## config.mk

```make
export PLATFORM = sky130hd
export DESIGN_NAME = seg_scan_driver
export DESIGN_NICKNAME = d
export VERILOG_FILES = /design/src/rtl/seg_scan_driver.sv
export SDC_FILE = /design/constraint.sdc
export NUM_CORES = 1
export LEC_CHECK = 0
export ABC_AREA = 0
export CORE_UTILIZATION = 45
export CTS_BUF_LIST = sky130_fd_sc_hd__clkbuf_4
export DETAILED_ROUTE_END_ITERATION = 6
export PLACE_DENSITY = 0.68
export SLEW_MARGIN = 10
export SYNTH_ARGS = -nofsm -noshare
export SYNTH_HDL_FRONTEND = slang
export SYNTH_SLANG_ARGS = --single-unit
```

## constraint.sdc

```tcl
create_clock -name clk -period 2.65 [get_ports clk]
set_clock_uncertainty 0.05 [all_clocks]
set_input_delay 0.53 -clock clk [delete_from_list [all_inputs] [get_ports clk]]
set_output_delay 0.53 -clock clk [all_outputs]
set_load 0.01 [all_outputs]
```

## src/rtl/seg_scan_driver.sv

```systemverilog
// Time-multiplexed scan controller for a multi-digit seven-segment display.
// Steps through digit slots, presenting one nibble and its index, with guard blanking and leading-zero suppression.
module seg_scan_driver #(
  parameter int NUM_DIGITS   = 8,
  parameter int SLOT_CYCLES  = 100000,
  parameter int GUARD_CYCLES = 1000
) (
  input  logic                    clk,
  input  logic                    rst,
  input  logic [4*NUM_DIGITS-1:0] value,
  input  logic                    load,
  input  logic                    lz_en,
  output logic [3:0]              num,
  output logic [2:0]              sel,
  output logic                    blank,
  output logic                    frame_tick
);

  localparam int              CW        = $clog2(SLOT_CYCLES);
  localparam logic [CW-1:0]   LAST_CNT  = CW'(SLOT_CYCLES - 1);
  localparam logic [CW:0]     GUARD_LIM = (CW+1)'(GUARD_CYCLES);
  localparam logic [2:0]      LAST_SEL  = 3'(NUM_DIGITS - 1);

  logic [4*NUM_DIGITS-1:0] shadow;
  logic [CW-1:0]           cnt;
  logic [CW-1:0]           cnt_next;
  logic [2:0]              sel_next;
  logic [3:0]              num_next;
  logic                    lz_flag;
  logic                    lz_next;
  logic                    blank_next;
  logic                    tick_next;
  logic                    slot_end;
  logic [NUM_DIGITS-1:0]   upper_zero;

  // upper_zero[i]: shadow nibbles i..NUM_DIGITS-1 are all zero.
  always_comb begin : zero_scan
    for (int i = 0; i < NUM_DIGITS; i++) begin
      upper_zero[i] = ~|(shadow >> (4 * i));
    end
  end

  always_comb begin : next_state
    // NOTE: every signal driven here gets a default first, so no path leaves one unassigned and infers a latch.
    slot_end = (cnt == LAST_CNT);
    cnt_next = cnt + CW'(1);
    sel_next = sel;
    num_next = num;
    lz_next  = lz_flag;

    if (slot_end) begin
      cnt_next = '0;
      sel_next = (sel == LAST_SEL) ? 3'd0 : sel + 3'd1;
      lz_next  = 1'b0;
      // Entry into the new slot samples the current (pre-load) shadow and lz_en.
      for (int i = 0; i < NUM_DIGITS; i++) begin
        if (sel_next == 3'(i)) begin
          num_next = shadow[4*i +: 4];
          lz_next  = lz_en && (i > 0) && upper_zero[i];
        end
      end
    end

    blank_next = ({1'b0, cnt_next} < GUARD_LIM) || lz_next;
    tick_next  = slot_end && (sel == LAST_SEL);
  end

  always_ff @(posedge clk) begin
    // NOTE: state is updated with non-blocking assignments so every register samples pre-edge values;
    // this is what makes a load on a slot boundary leave that boundary on the old shadow.
    if (rst) begin
      shadow     <= '0;
      cnt        <= '0;
      sel        <= 3'd0;
      num        <= 4'd0;
      lz_flag    <= 1'b0;
      blank      <= 1'b1;
      frame_tick <= 1'b0;
    end else begin
      if (load) begin
        shadow <= value;
      end
      cnt        <= cnt_next;
      sel        <= sel_next;
      num        <= num_next;
      lz_flag    <= lz_next;
      blank      <= blank_next;
      frame_tick <= tick_next;
    end
  end

endmodule

```

## Yosys cells after proc, flatten, opt, wreduce, memory -nomap -nowiden

Cells that the tools add are included.

| operators by class | value |
|---|---|
| divide/modulo/power cells | 0 |
| multipliers | 0 |
| mux-type cells | 18 |
| equality and inequality tests | 9 |
| add/sub/neg operators | 2 |
| bitwise logic cells | 0 |
| reductions and logical operators | 26 |
| shift operators | 0 |
| $lt $le $gt $ge | 1 |

Operators with widths:

| operator | number |
|---|---|
| $mux W4 | 8 |
| $reduce_or A28 Y1 | 1 |
| $reduce_or A24 Y1 | 1 |
| $reduce_or A20 Y1 | 1 |
| $add A17 B1 Y17 const B | 1 |
| $eq A17 B17 Y1 const B | 1 |
| $lt A17 B10 Y1 const B | 1 |
| $mux W17 | 1 |
| $reduce_or A16 Y1 | 1 |
| $eq A3 B3 Y1 const B | 5 |
| $reduce_or A12 Y1 | 1 |
| $logic_and A1 B1 Y1 | 8 |
| $mux W1 | 8 |
| $reduce_bool A8 Y1 | 1 |
| $reduce_or A8 Y1 | 1 |
| $logic_not A1 Y1 | 7 |
| $eq A3 B2 Y1 const B | 2 |
| $reduce_or A4 Y1 | 1 |
| $add A3 B1 Y3 const B | 1 |
| $eq A3 B1 Y1 const B | 1 |
| $logic_not A3 Y1 | 1 |
| $mux W3 | 1 |
| $reduce_and A2 Y1 | 1 |
| $logic_or A1 B1 Y1 | 1 |

| storage, ports and cells | value |
|---|---|
| input port bits | 36 |
| memory bits (read-only) | 0 |
| output and inout port bits | 9 |
| bits in latches | 0 |
| memories kept | 0 |
| RAM bits | 0 |
| bits in registers | 59 |
| word-level logic and storage cells | 63 |

## Depth between registers and ports, before layout

Gate-level depths: netlist of run 1.

| depth | value |
|---|---|
| depth after elaboration | 12 |
| mapped depth | 9 |
| depth with buffers taken out | 8 |

## Least setup slack after synthesis of run 1

OpenSTA, ideal clock, no wires.

| path | value |
|---|---|
| kind | reg-to-reg |
| from | reg sel[0] |
| to | reg num[2] |
| period minus slack after synthesis | 2.160 ns |
| path buffers | 2 |
| path slack | 0.490 ns |
| stages on the path, launching flop included | 10 |
| arrival | 2.039 ns |
| data required time | 2.529 ns |
| library setup time | 0.071 ns |
| cell sequence | dfxtp_1 > ha_1 > ha_1 > clkbuf_1 > clkbuf_1 > nand2_1 > nor2_1 > a31oi_1 > a211o_1 > a21oi_1 |

| between the ends | value |
|---|---|
| word-level cells in the longest chain between the ends | 10 |
| elaborated cells between the ends (all ways) | 20 |
| classes of those cells | add/sub: 1; eq/ne: 8; mux: 8; reduce/logical: 3 |

Ends and longest elaborated chain:

| element | RTL line | text |
|---|---|---|
| start, declared | 14 | `output logic [2:0] sel,` |
| start signal, assigned | 84 | `sel <= sel_next;` |
| $add A3 B1 Y3 / $eq A3 B3 Y1 (equally long branches) | 53 | `sel_next = (sel == LAST_SEL) ? 3'd0 : sel + 3'd1;` |
| $mux W3 * | 53 |  |
| $eq A3 B1 Y1 | 57 | `if (sel_next == 3'(i)) begin` |
| $mux W4 (7 in a row) | 57 |  |
| end signal, assigned | 85 | `num <= num_next;` |
| end, declared | 13 | `output logic [3:0] num,` |

Every way passes the cells marked *; elsewhere a longest branch is shown, timed or not.
A chain may end at the register's enable or synchronous reset.

## Worst setup path after layout of run 1

| path | value |
|---|---|
| from | reg sel[1] |
| to | reg lz_flag |

| between the ends | value |
|---|---|
| word-level cells in the longest chain between the ends | 11 |
| elaborated cells between the ends (all ways) | 18 |
| classes of those cells | add/sub: 1; eq/ne: 8; mux: 9 |

Ends and longest elaborated chain:

| element | RTL line | text |
|---|---|---|
| $add A3 B1 Y3 / $eq A3 B3 Y1 (equally long branches) | 53 |  |
| $mux W3 * | 53 |  |
| $eq A3 B1 Y1 | 57 |  |
| $mux W1 (6 in a row) | 57 |  |
| $mux W1 * | 57 |  |
| $mux W1 * | 51 | `if (slot_end) begin` |
| end signal, assigned | 86 | `lz_flag <= lz_next;` |
| end, declared | 29 | `logic lz_flag;` |

Marks and branches as above.

==> flow_summary.json, run 1 <==
{
  "run_status": "finished clean",
  "path_cells": "ha_1, ha_1, buf_4, nor2b_1, a21oi_1, a2111oi_1, o21ai_1, a21oi_1",
  "rsz0062_at_grt": "false",
  "htreeDepth": 3,
  "end_kind": "flip-flop",
  "wirelength_met1_um": 3170,
  "die_w_um": 83.7,
  "antenna_found_initial": 0,
  "worstSetupPathType": "flip-flop to flip-flop",
  "initial_core_util_pct": 47.1,
  "cts.clk_slew.worst_paths_ns": 0.09,
  "nFillCells": 597,
  "rows": 29,
  "overflow": 0,
  "layout.nets": 431,
  "yosysSeqAreaShare_pct": 39.3,
  "synth_cell_types": 65,
  "pre_cts_ws_ns": 0.410,
  "via_count": 2612,
  "wl_met3_um": 335,
  "drc_errors": 0,
  "clock_latency_ns": 0.40,
  "drtPass1Iterations": 4,
  "grt_max_degree": 33,
  "syn_inst": 349,
  "port_buffers": 44,
  "fin_crit_sh_pct": 85.9,
  "reg2reg_setup_slack_ns": 0.37,
  "grt_usage_pct": 21.0,
  "final-hold-violation-count": 0,
  "power_uw": 1630,
  "final_core_util_pct": 56.5,
  "arrival_ns": 2.57,
  "min_to": "num[2]$_SDFFE_PP0P_",
  "ys_warn_count": 0,
  "crit_buf_inv": 1,
  "synth_area_per_cell_um2": 8.61,
  "worstReg2RegStart": "sel[1]$_SDFFE_PP0N_",
  "dp.final_hpwl_um": 5080,
  "rr_worst_depth": 8,
  "netlist_area_mm2": 0.00301,
  "slowest_stage": "ha_1",
  "die-area_mm2": 0.00701,
  "synth_edf_count": 0,
  "clock_path_buffers": 2,
  "yosys_most_used_dff": "dfxtp_1",
  "tightestPinTransition_ns": 0.522,
  "grt_pass1_vias": 2544,
  "setup_viol": 0,
  "io-pin-count": 45,
  "slew_violations": 0,
  "hold_ws_ns": 0.410,
  "worst_slack_ns": 0.373,
  "postCtsSetupBuffers": 0,
  "fin_crit_ns": 2.28,
  "crit_fanout": 10,
  "max-vdd-ir-drop_mv": 0.339,
  "core_mm2": 0.00639,
  "synth_seq_cells": 59,
  "maxCapViolCount": 0,
  "cp-start-kind": "flip-flop",
  "final_cell_mix": "nor2_1 (69), dfxtp_1 (59), clkdlybuf4s50_1 (43), mux2i_1 (33), a21oi_1 (23)",
  "holdPathStages": 2,
  "hp-class": "flip-flop to flip-flop",
  "path_delay_family": "compound AO/OA/AOI/OAI gates",
  "cts_tree": "yes",
  "timing.rr.end": "lz_flag$_SDFF_PP0_",
  "totalWireLength_um": 6980,
  "slowest_delay_ns": 0.42,
  "cts_sinks": 59,
  "route.met2.wl_um": 3350,
  "cts-root-buf": "clkbuf_4",
  "slew_headroom_pct": 65.2,
  "grt_pass1_wl_um": 11700,
  "p_per_area_mw_per_mm2": 452,
  "avgRoutedWirePerCell_um": 14.8,
  "die_h_um": 83.7,
  "tns_ns": 0,
  "syn_nets": 388,
  "drive_gt1_share_pct": 9.60,
  "required_ns": 2.94,
  "drt_iter0_drc": 102,
  "ctsResizeCount": 0,
  "syn2layout_area_growth_pct": 19.9,
  "synthArstFlopShare_pct": 0,
  "cts_made_buffers": 9,
  "layout_commonest_cell": "nor2_1",
  "gp_congestion": 0.855,
  "cts_hold_buf": 0,
  "hp-start": "num[2]$_SDFFE_PP0P_",
  "antenna_left": 0,
  "top_layer_used": "met4",
  "leakage_uw": 0.00146,
  "diodes": 0,
  "max_freq_mhz": 439,
  "via_per_inst": 5.52
}
synthesized netlist by cell type (3+ instances only):
library cell / instances / area share, %
xnor2_1: 8 / 2.3
o21bai_1: 4 / 1.0
inv_1: 6 / 0.75
o21ai_0: 6 / 1.0
nand2b_1: 4 / 0.83
buf_2: 4 / 0.67
a21oi_1: 23 / 3.8
nor2b_1: 5 / 1.0
or4_1: 3 / 0.75
nor4_1: 7 / 1.5
a31oi_1: 3 / 0.62
nand4_1: 3 / 0.62
dfxtp_1: 59 / 39
nand3_1: 12 / 2.0
nand2_1: 18 / 2.2
nor2_1: 69 / 8.6
xor2_1: 7 / 2.0
buf_1: 3 / 0.37
mux2i_1: 33 / 11
nor3_1: 7 / 1.2
clkbuf_1: 11 / 1.4
ha_1: 3 / 1.2
power by group:
part	internal [uW]	switching, uW
combinational	99.2	71.0
sequential	919	31.0
clock	201	307
kinds of logic after synthesis:
group / count (synthesis) / share of synthesized area (%)
DFF: 59 / 39.3
buffers and inverters: 26 / 3.87
xor gates and xnor gates: 15 / 4.37
muxes: 35 / 11.7
and+or+nand+nor: 152 / 26.6
AOI/OAI and AO/OA: 59 / 12.9
adders and majority gates: 3 / 1.25
layer usage:
metal / up-vias / GRT usage [%]
met4: 0 / 8.01
li1: 1334 / -
met5: - / 0
met1: 1196 / 25.4
met2: 66 / 35.8
met3: 16 / 5.44
sequential cells by signal (all words and copies together) (netlist names):
register	flops
lz_flag	1
frame_tick	1
sel	3
shadow	32
blank	1
num	4
cnt	17
layout make-up:
type	count	area [um2]	share of cell area (%)
clock buffers	11	82.6	2.29
clock inverters	4	18.8	0.520
inverters	6	22.5	0.625
multi-input cells	264	1710	47.4
flip-flops and latches	59	1180	32.8
well taps	77	96.3	2.67
repair buffers	52	495	13.7
worst min-delay path, cell delays in order (launching register included):
cell and delay, ns:
dfxtp_1 0.32, nand2_1 0.05, a21oi_1 0.05
through the flow:
stage / instance area (um2) / cells
after floorplan: 3010 / 349
after global placement: 3500 / 458
after detailed placement: 3500 / 458
after CTS: 3610 / 473
after global routing: 3610 / 473
final: 3610 / 473
worst max path at each step:
stage	endpoint	slack, ns	startpoint	depth (start not counted)
3_3_place_gp	lz_flag$_SDFF_PP0_	0.47	sel[1]$_SDFFE_PP0N_	8
4_1_cts	lz_flag$_SDFF_PP0_	0.39	sel[1]$_SDFFE_PP0N_	8
3_5_place_dp	lz_flag$_SDFF_PP0_	0.41	sel[1]$_SDFFE_PP0N_	8
5_1_grt	lz_flag$_SDFF_PP0_	0.17	sel[1]$_SDFFE_PP0N_	8
2_1_floorplan	num[2]$_SDFFE_PP0P_	0.49	sel[0]$_SDFFE_PP0N_	9
6_report	lz_flag$_SDFF_PP0_	0.37	sel[1]$_SDFFE_PP0N_	8
Note: power is estimated with default switching activity, not from simulation.
==> inputs of run 2 (changes only) <==
Settings changed: CORE_MARGIN from default to 1.5, CTS_CLUSTER_SIZE from default to 16.
==> run 2 against run 1 <==
Sequential power hardly changed. Maximum frequency is 1.2% higher. First-iteration DRC count is 44% higher. Global-route usage is 0.62 points lower. Worst hold slack worse by 0.0041 ns. Clock power is 36% higher. Utilization is 0.63 points higher. Worst setup slack better by 0.026 ns. Critical path depth is 1 lower. Largest power group unchanged. Highest routed layer unchanged.
==> flow_summary.json, run 2 (synthesized netlist as in run 1, its figures left out) <==
{
  "crit_cells": 7,
  "maxCapViolCount": 0,
  "final_cell_mix": "nor2_1 (69), dfxtp_1 (59), clkdlybuf4s50_1 (43), mux2i_1 (33), a21oi_1 (23)",
  "nFillCells": 598,
  "drt_iter0_drc": 147,
  "top_register": "shadow",
  "grt_pass1_wl_um": 11600,
  "syn2layout_area_growth_pct": 21.3,
  "path_delay_family": "compound AO/OA/AOI/OAI gates",
  "die-area_mm2": 0.00718,
  "cts_hold_buf": 0,
  "crit_end": "num[0]$_SDFFE_PP0P_",
  "startpoint": "sel[1]$_SDFFE_PP0N_",
  "antenna_left": 0,
  "tns_ns": 0,
  "avgRoutedWirePerCell_um": 14.6,
  "slowest_stage": "ha_1",
  "crit_buf_inv": 0,
  "rr_worst_depth": 7,
  "grt_max_degree": 33,
  "fin_crit_ns": 2.25,
  "slew_headroom_pct": 39.6,
  "drive_gt1_share_pct": 9.37,
  "p_per_area_mw_per_mm2": 496,
  "htreeDepth": 3,
  "max-vdd-ir-drop_mv": 0.387,
  "dp.final_hpwl_um": 5030,
  "drc_errors": 0,
  "path_cells": "ha_1, nand2b_1, nor4b_1, a21oi_1, a32oi_1, o221ai_1, a21oi_1",
  "max_freq_mhz": 444,
  "pre_cts_ws_ns": 0.462,
  "overflow": 0,
  "fin_crit_sh_pct": 84.9,
  "final-hold-violation-count": 0,
  "ctsResizeCount": 0,
  "top_regs": "shadow x32, cnt x17, num x4",
  "worstReg2RegStart": "sel[1]$_SDFFE_PP0N_",
  "rows": 29,
  "grt_usage_pct": 20.4,
  "die_w_um": 84.7,
  "largest_reg_flops": 32,
  "cp-start-kind": "flip-flop",
  "required_ns": 2.93,
  "rsz0062_at_grt": "false",
  "die_h_um": 84.7,
  "core_mm2": 0.00639,
  "worst_slack_ns": 0.399,
  "hold_ws_ns": 0.406,
  "gp_congestion": 0.902,
  "totalWireLength_um": 6900,
  "crit_fanout": 13,
  "drtPass1Iterations": 4,
  "tightestPinTransition_ns": 0.906,
  "postCtsSetupBuffers": 0,
  "slowest_delay_ns": 0.53,
  "slew_violations": 0,
  "run_status": "finished clean",
  "arrival_ns": 2.53,
  "via_count": 2557,
  "via_per_inst": 5.42,
  "leakage_uw": 0.00147,
  "setup_viol": 0,
  "grt_pass1_vias": 2496,
  "reg2reg_setup_slack_ns": 0.40,
  "worstSetupPathType": "flip-flop to flip-flop",
  "layout_commonest_cell": "nor2_1",
  "antenna_found_initial": 0,
  "holdPathStages": 2,
  "critPathMostFrequentCell": "a21oi_1",
  "cts.clk_slew.worst_paths_ns": 0.10,
  "diodes": 0,
  "cts-root-buf": "clkbuf_4",
  "timing.rr.end": "num[0]$_SDFFE_PP0P_",
  "layout.nets": 430,
  "clock_latency_ns": 0.40,
  "end_kind": "flip-flop",
  "cts_tree": "yes",
  "cts_sinks": 59,
  "hp-class": "flip-flop to flip-flop",
  "clock_path_buffers": 2,
  "port_buffers": 44,
  "io-pin-count": 45,
  "cts_made_buffers": 9,
  "initial_core_util_pct": 47.1
}
==> run 2: cell types whose count changed in the layout (fill, tap and decap cells not counted), sizes merged <==
cell,change
clkbuf,-2
bufinv,+2
clkinv,-1
buf,-1
clkinvlp,+1
==> run 2: worst min-delay path by stage <==
stage | endpoint | slack (ns) | from
after detailed placement | num[2]$_SDFFE_PP0P_ | 0.40 | num[2]$_SDFFE_PP0P_
after floorplan | lz_flag$_SDFF_PP0_ | 0.39 | lz_flag$_SDFF_PP0_
after global routing | num[2]$_SDFFE_PP0P_ | 0.44 | num[2]$_SDFFE_PP0P_
after CTS | num[2]$_SDFFE_PP0P_ | 0.41 | num[2]$_SDFFE_PP0P_
final | num[2]$_SDFFE_PP0P_ | 0.41 | num[2]$_SDFFE_PP0P_
after global placement | num[2]$_SDFFE_PP0P_ | 0.39 | num[2]$_SDFFE_PP0P_
==> run 2: tightest hold or removal path, delay by kind of cell (launching register included) <==
family             cells  cell delay (ns)
AOI/OAI and AO/OA      1             0.05
DFF                    1             0.31
and+or+nand+nor        1             0.05
==> run 2: layout make-up <==
type	instances	area, um2	area share, %
flip-flops and latches	59	1180	32.4
inverters	6	22.5	0.618
repair buffers	51	488	13.4
clock inverters	6	81.3	2.23
clock buffers	9	67.6	1.85
well taps	77	96.3	2.64
multi-input cells	264	1710	46.9
==> run 2: where the power goes <==
part / switching (uW) / leakage [uW] / internal [uW]
registers: 32.2 / 0.000482 / 919
clock network: 318 / 0.0000792 / 371
logic: 69.2 / 0.000913 / 98.8
total: 420 / 0.00147 / 1390
==> run 2: layer usage <==
metal,vias up,wire [um],track usage [%]
li1,1325,-,-
met1,1183,3170,24.8
met2,42,3320,34.3
met3,7,323,7.08
met4,0,83,6.01
met5,-,0,0
==> run 2: stage by stage <==
| step | cells | cell area [um2] | power [uW] | util (%) |
|---|---|---|---|---|
| 4_1_cts | 472 | 3650 | 1830 | 57.1 |
| 3_3_place_gp | 457 | 3500 | 1140 | 54.8 |
| 5_1_grt | 472 | 3650 | 1890 | 57.1 |
| 3_5_place_dp | 457 | 3500 | 1140 | 54.8 |
| 6_report | 472 | 3650 | 1810 | 57.1 |
| 2_1_floorplan | 349 | 3010 | 1060 | - |
